<file path="config.mk">
export PLATFORM = sky130hd
export DESIGN_NAME = fetch_queue
export DESIGN_NICKNAME = d
export VERILOG_FILES = /design/src/rtl/fetch_queue.sv
export SDC_FILE = /design/constraint.sdc
export NUM_CORES = 1
export LEC_CHECK = 0
export CORE_ASPECT_RATIO = 1.5
export CORE_UTILIZATION = 40
export CTS_CLUSTER_SIZE = 40
export DETAILED_ROUTE_END_ITERATION = 10
export GPL_TIMING_DRIVEN = 0
export PLACE_DENSITY = 0.73
export SYNTH_ARGS = -nofsm -noshare
export SYNTH_HDL_FRONTEND = slang
export SYNTH_SLANG_ARGS = --single-unit
</file>
<file path="constraint.sdc">
create_clock -name clk -period 6.2 [get_ports clk]
set_input_delay 1.24 -clock clk [delete_from_list [all_inputs] [get_ports clk]]
set_output_delay 1.24 -clock clk [all_outputs]
set_load 0.1 [all_outputs]
</file>
<file path="src/rtl/fetch_queue.sv">
// Instruction fetch queue: a PC generator feeding a circular buffer of {pc, instr} entries.
// Define FETCH_QUEUE_BYPASS_EN to let an empty queue forward the fetch straight to the consumer.
module fetch_queue #(
    parameter int          DEPTH    = 4,
    parameter logic [31:0] RESET_PC = 32'h0000_3000
) (
    input  logic                     clk,
    input  logic                     reset,
    input  logic                     en,
    input  logic                     redirect,
    input  logic [31:0]              redirect_pc,
    input  logic [31:0]              im_rdata,
    input  logic                     out_ready,
    output logic [31:0]              im_addr,
    output logic                     out_valid,
    output logic [31:0]              out_pc,
    output logic [31:0]              out_instr,
    output logic [$clog2(DEPTH):0]   count,
    output logic                     full,
    output logic                     empty
);

    localparam int AW = $clog2(DEPTH);

    logic [31:0]   pc_q, pc_d;
    logic [AW-1:0] head_q, head_d;
    logic [AW-1:0] tail_q, tail_d;
    logic [AW:0]   count_q, count_d;

    logic [31:0]   pc_mem    [DEPTH];
    logic [31:0]   instr_mem [DEPTH];

    logic bypass_act;
    logic pop;
    logic push;
    logic store_push;
    logic store_pop;

    logic unused_rp;
    assign unused_rp = ^redirect_pc[1:0];

    always_comb begin
        empty      = (count_q == '0);
        full       = (count_q == (AW+1)'(DEPTH));
        bypass_act = 1'b0;
`ifdef FETCH_QUEUE_BYPASS_EN
        bypass_act = empty && en && !redirect && !reset;
`endif
        out_valid = !empty || bypass_act;
        out_pc    = 32'h0;
        out_instr = 32'h0;
        if (!empty) begin
            out_pc    = pc_mem[head_q];
            out_instr = instr_mem[head_q];
        end else if (bypass_act) begin
            out_pc    = pc_q;
            out_instr = im_rdata;
        end

        pop  = out_valid && out_ready && !redirect;
        push = en && !redirect && (!full || pop);
        // A bypassed fetch that is consumed at once never occupies a slot.
        store_push = push && !(bypass_act && pop);
        store_pop  = pop && !empty;

        pc_d    = pc_q;
        head_d  = head_q;
        tail_d  = tail_q;
        count_d = count_q;
        if (redirect) begin
            pc_d    = {redirect_pc[31:2], 2'b00};
            head_d  = '0;
            tail_d  = '0;
            count_d = '0;
        end else begin
            if (push)
                pc_d = pc_q + 32'd4;
            if (store_push)
                tail_d = tail_q + 1'b1;
            if (store_pop)
                head_d = head_q + 1'b1;
            case ({store_push, store_pop})
                2'b10:   count_d = count_q + 1'b1;
                2'b01:   count_d = count_q - 1'b1;
                default: count_d = count_q;
            endcase
        end

        im_addr = pc_q;
        count   = count_q;
    end

    always_ff @(posedge clk or posedge reset) begin
        if (reset) begin
            pc_q    <= RESET_PC;
            head_q  <= '0;
            tail_q  <= '0;
            count_q <= '0;
        end else begin
            pc_q    <= pc_d;
            head_q  <= head_d;
            tail_q  <= tail_d;
            count_q <= count_d;
        end
    end

    always_ff @(posedge clk) begin
        if (store_push && !reset) begin
            pc_mem[tail_q]    <= pc_q;
            instr_mem[tail_q] <= im_rdata;
        end
    end

endmodule
</file>
==> flow_metrics.py <==
metrics = {
    "floorplanning": {
        "fp.dieW_um": 141,
        "rows": 76,
        "core_um2": 28700,
        "dieArea_um2": 29900,
        "ios": 171,
        "start_util_pct": 40.6,
        "die_h_um": 211,
    },
    "cts": {
        "cts_root_buffer": "clkbuf_16",
        "tritoncts": "done",
        "cts_resized": 0,
        "cts_hold_buf": 0,
        "path_clk_slew_ns": 0.06,
        "cts_max_level": 1,
        "post_cts_buffers": 0,
        "cts_num_sinks": 285,
        "clock_latency_ns": 0.54,
        "cts_buffers": 26,
        "cts.path.max_buffers": 3,
    },
    "global_routing": {
        "grt_pass1_vias": 6895,
        "grt_busiest_layer": "met2",
        "grt_pass1_wl_um": 39700,
        "grtUsageMet3_pct": 1.81,
        "grt_max_degree": 38,
        "gr-usage-met1_pct": 21.8,
        "grt_antenna_before_repair": 0,
        "grt_use_total_pct": 17.9,
        "use_met2_pct": 32.4,
        "overflow": 0,
    },
    "setup_path": {
        "ff2ff_setup_slack_ns": 3.36,
        "r2r_cells": 6,
        "required_ns": 4.96,
        "r2r_start": "count[1]$_DFFE_PP0P_",
        "critPathSlowestCell": "clkdlybuf4s50_1",
        "cp_max_fo": 10,
        "path_cells": "or3_1, clkbuf_1, clkbuf_1, and2_1, clkdlybuf4s50_1",
        "crit_path_end_kind": "output port",
        "arrival_ns": 3.79,
        "worstSetupPathType": "reg2out",
        "critPathMaxStageDelay_ns": 1.17,
        "crit_start": "count[1]$_DFFE_PP0P_",
        "crit_top_cell": "clkbuf_1",
        "r2r_end": "instr_mem[2][25]$_DFFE_PP_",
        "critPathLaunchType": "flop",
    },
    "worst_hold_path": {
        "min_to": "tail_q[1]$_DFFE_PP0N_",
        "holdPathStages": 2,
        "hold_path.startpoint": "tail_q[1]$_DFFE_PP0N_",
        "worstHoldPathType": "reg2reg",
    },
    "route": {
        "wirelength_um": 26100,
        "antenna_left": 0,
        "drt_iter0_markers": 287,
        "wl_per_cell_um": 20.5,
        "first_pass_iters": 5,
        "drc": 0,
        "vias_per_cell": 5.23,
        "num_vias": 6662,
    },
    "sta": {
        "post-route-period-util_pct": 81.1,
        "hold_viol": 0,
        "setup_slack_ns": 1.17,
        "setup_violations": 0,
        "slew_headroom_pct": 28.7,
        "slew_violations": 0,
        "fin_skew_ns": 0.00770,
        "finalCriticalPeriod_ns": 5.03,
        "fin_tns_setup_ns": 0,
        "max_slew.worst_pin.slew_ns": 1.07,
        "fmax_mhz": 199,
        "rsz0062_at_grt": "no",
    },
    "cells_and_area": {
        "layout-drive-gt1-share_pct": 14.9,
        "fin_nets": 940,
        "multi_input_area_um2": 3100,
        "fillerInstances": 2411,
        "syn2layout_area_growth_pct": 26.4,
        "regArea_um2": 8380,
        "insertedDiodeCount": 0,
    },
    "run_status": {
        "outcome": "finished clean",
    },
    "logic_synthesis": {
        "synth_xor_area_share_pct": 1.05,
        "synth-simple-area-share_pct": 9.08,
        "synth_cell_type_count": 42,
        "synth_top_family_by_area": "multiplexers",
        "syn-cell-area_um2": 11700,
        "synth.avg_cell_area_um2": 17.5,
        "synth_compound_area_share_pct": 3.42,
        "synth_fa_ha_area_share_pct": 0.708,
        "ys_ff_latch": 285,
        "muxShareOfSynthArea_pct": 12.0,
        "ys_seq_area_share_pct": 71.8,
        "synthCells": 667,
        "synth-warning-count": 0,
    },
    "run": {
        "cap_violations": 0,
    },
    "power_and_ir_drop": {
        "irDropWorstVdd_mv": 0.215,
        "p_leak_nw": 4.75,
        "powerDensity_nw_per_um2": 339,
    },
    "place": {
        "dp_hpwl_um": 17100,
        "dp_slack_ns": 1.63,
        "io_buffers": 163,
        "gp_congestion": 0.748,
    },
}
## cell usage in the layout (no fill, tap or decap), types with 5 or more instances in the layout
cell type / n
edfxtp_1: 248
clkbuf_1: 35
nor3_1: 5
ha_1: 5
clkdlybuf4s50_1: 163
mux4_2: 62
nand3_1: 17
buf_2: 6
clkbuf_16: 27
o31ai_1: 17
nor2_1: 26
and2_1: 63
or4_1: 17
dfrtp_1: 35
clkinv_2: 9
xnor2_1: 7
nand4_1: 6
inv_1: 6
o21ai_0: 14
xor2_1: 7
nand2_1: 24
a31oi_1: 20
## cell families (layout without fill, tap and decap cells)
| group | after synthesis | after routing |
|---|---|---|
| xor gates and xnor gates | 14 | 14 |
| DFF | 285 | 285 |
| and+or+nand+nor | 186 | 186 |
| AOI/OAI and AO/OA | 61 | 61 |
| buffers and inverters | 51 | 266 |
| adders and majority gates | 6 | 6 |
| other | 1 | 4 |
| muxes | 63 | 63 |
## critical path: cells and delay by family (launching register included)
kind                   cells  cell delay (ns)
buffers and inverters      3             2.14
AND/OR/NAND/NOR            2             0.54
flip-flops                 1             0.55
## state kept, by name, summed over array words and instances (netlist names)
| name | count |
|---|---|
| count | 3 |
| head_q | 2 |
| im_addr | 30 |
| instr_mem | 128 |
| pc_mem | 120 |
| tail_q | 2 |
## where the power goes
| group | internal, mW | switching [mW] | total (mW) |
|---|---|---|---|
| Combinational | 0.328 | 0.866 | 1.19 |
| Clock | 0.892 | 0.693 | 1.58 |
| Sequential | 2.15 | 0.0658 | 2.22 |
## routing by layer
layer / vias to the layer above / part of all wire (%)
li1: 3024 / -
met2: 211 / 53
met1: 3385 / 39
met5: - / 0
met3: 42 / 4.0
met4: 0 / 3.2
## cell usage after synthesis, drive strengths merged
library cell / count / area, µm²
and2: 67 / 419
xor2: 7 / 61.3
or4: 18 / 139
o31ai: 17 / 128
dfrtp: 35 / 876
nand4: 6 / 37.5
o221a: 1 / 11.3
clkbuf: 31 / 116
or3: 4 / 25.0
nand2: 24 / 90.1
mux4: 62 / 1400
o21bai: 1 / 7.51
fa: 1 / 20.0
o31a: 4 / 35.0
nand2b: 3 / 18.8
o21ai: 14 / 70.1
mux2i: 1 / 10.0
or4b: 1 / 10.0
nor4b: 2 / 23.8
o21a: 1 / 7.51
nor2: 26 / 97.6
nand3: 17 / 85.1
edfxtp: 248 / 7450
xnor2: 7 / 61.3
conb: 1 / 3.75
a31oi: 20 / 125
dfstp: 2 / 52.6
buf: 12 / 75.1
and3: 4 / 25.0
inv: 8 / 30.0
a21oi: 3 / 15.0
nor4: 4 / 25.0
and4: 3 / 26.3
or2: 2 / 12.5
nor3: 5 / 25.0
ha: 5 / 62.6
## how the worst max path moves through the flow
stage | end | slack (ns) | cells past startpoint
2_1_floorplan | out_instr[23] | 1.80 | 3
3_3_place_gp | instr_mem[0][30]$_DFFE_PP_ | 0.37 | 6
5_1_grt | out_pc[15] | 0.93 | 5
4_1_cts | out_pc[15] | 1.04 | 5
3_5_place_dp | out_pc[15] | 1.63 | 5
6_report | out_pc[15] | 1.17 | 5
## cell type report
| type | instances | share of cell area [%] |
|---|---|---|
| flip-flops and latches | 285 | 56.8 |
| multi-input cells | 334 | 21.0 |
| repair buffers | 167 | 11.7 |
| clock buffers | 32 | 4.78 |
| well taps | 390 | 3.31 |
| plain buffers | 43 | 1.30 |
| clock inverters | 16 | 0.916 |
| inverters | 8 | 0.204 |
## per-stage QoR
stage	power [mW]	hold slack (ns)	utilization (%)	cells	area, µm²
after floorplan	3.13	0.543	-	670	11700
after global placement	3.45	0.555	48.1	1223	13800
after detailed placement	3.46	0.569	48.4	1227	13900
after CTS	5.05	0.578	51.4	1275	14700
after global routing	5.15	0.602	51.4	1275	14700
final	4.99	0.578	51.4	1275	14700
Note: power is estimated with default switching activity, not from simulation.
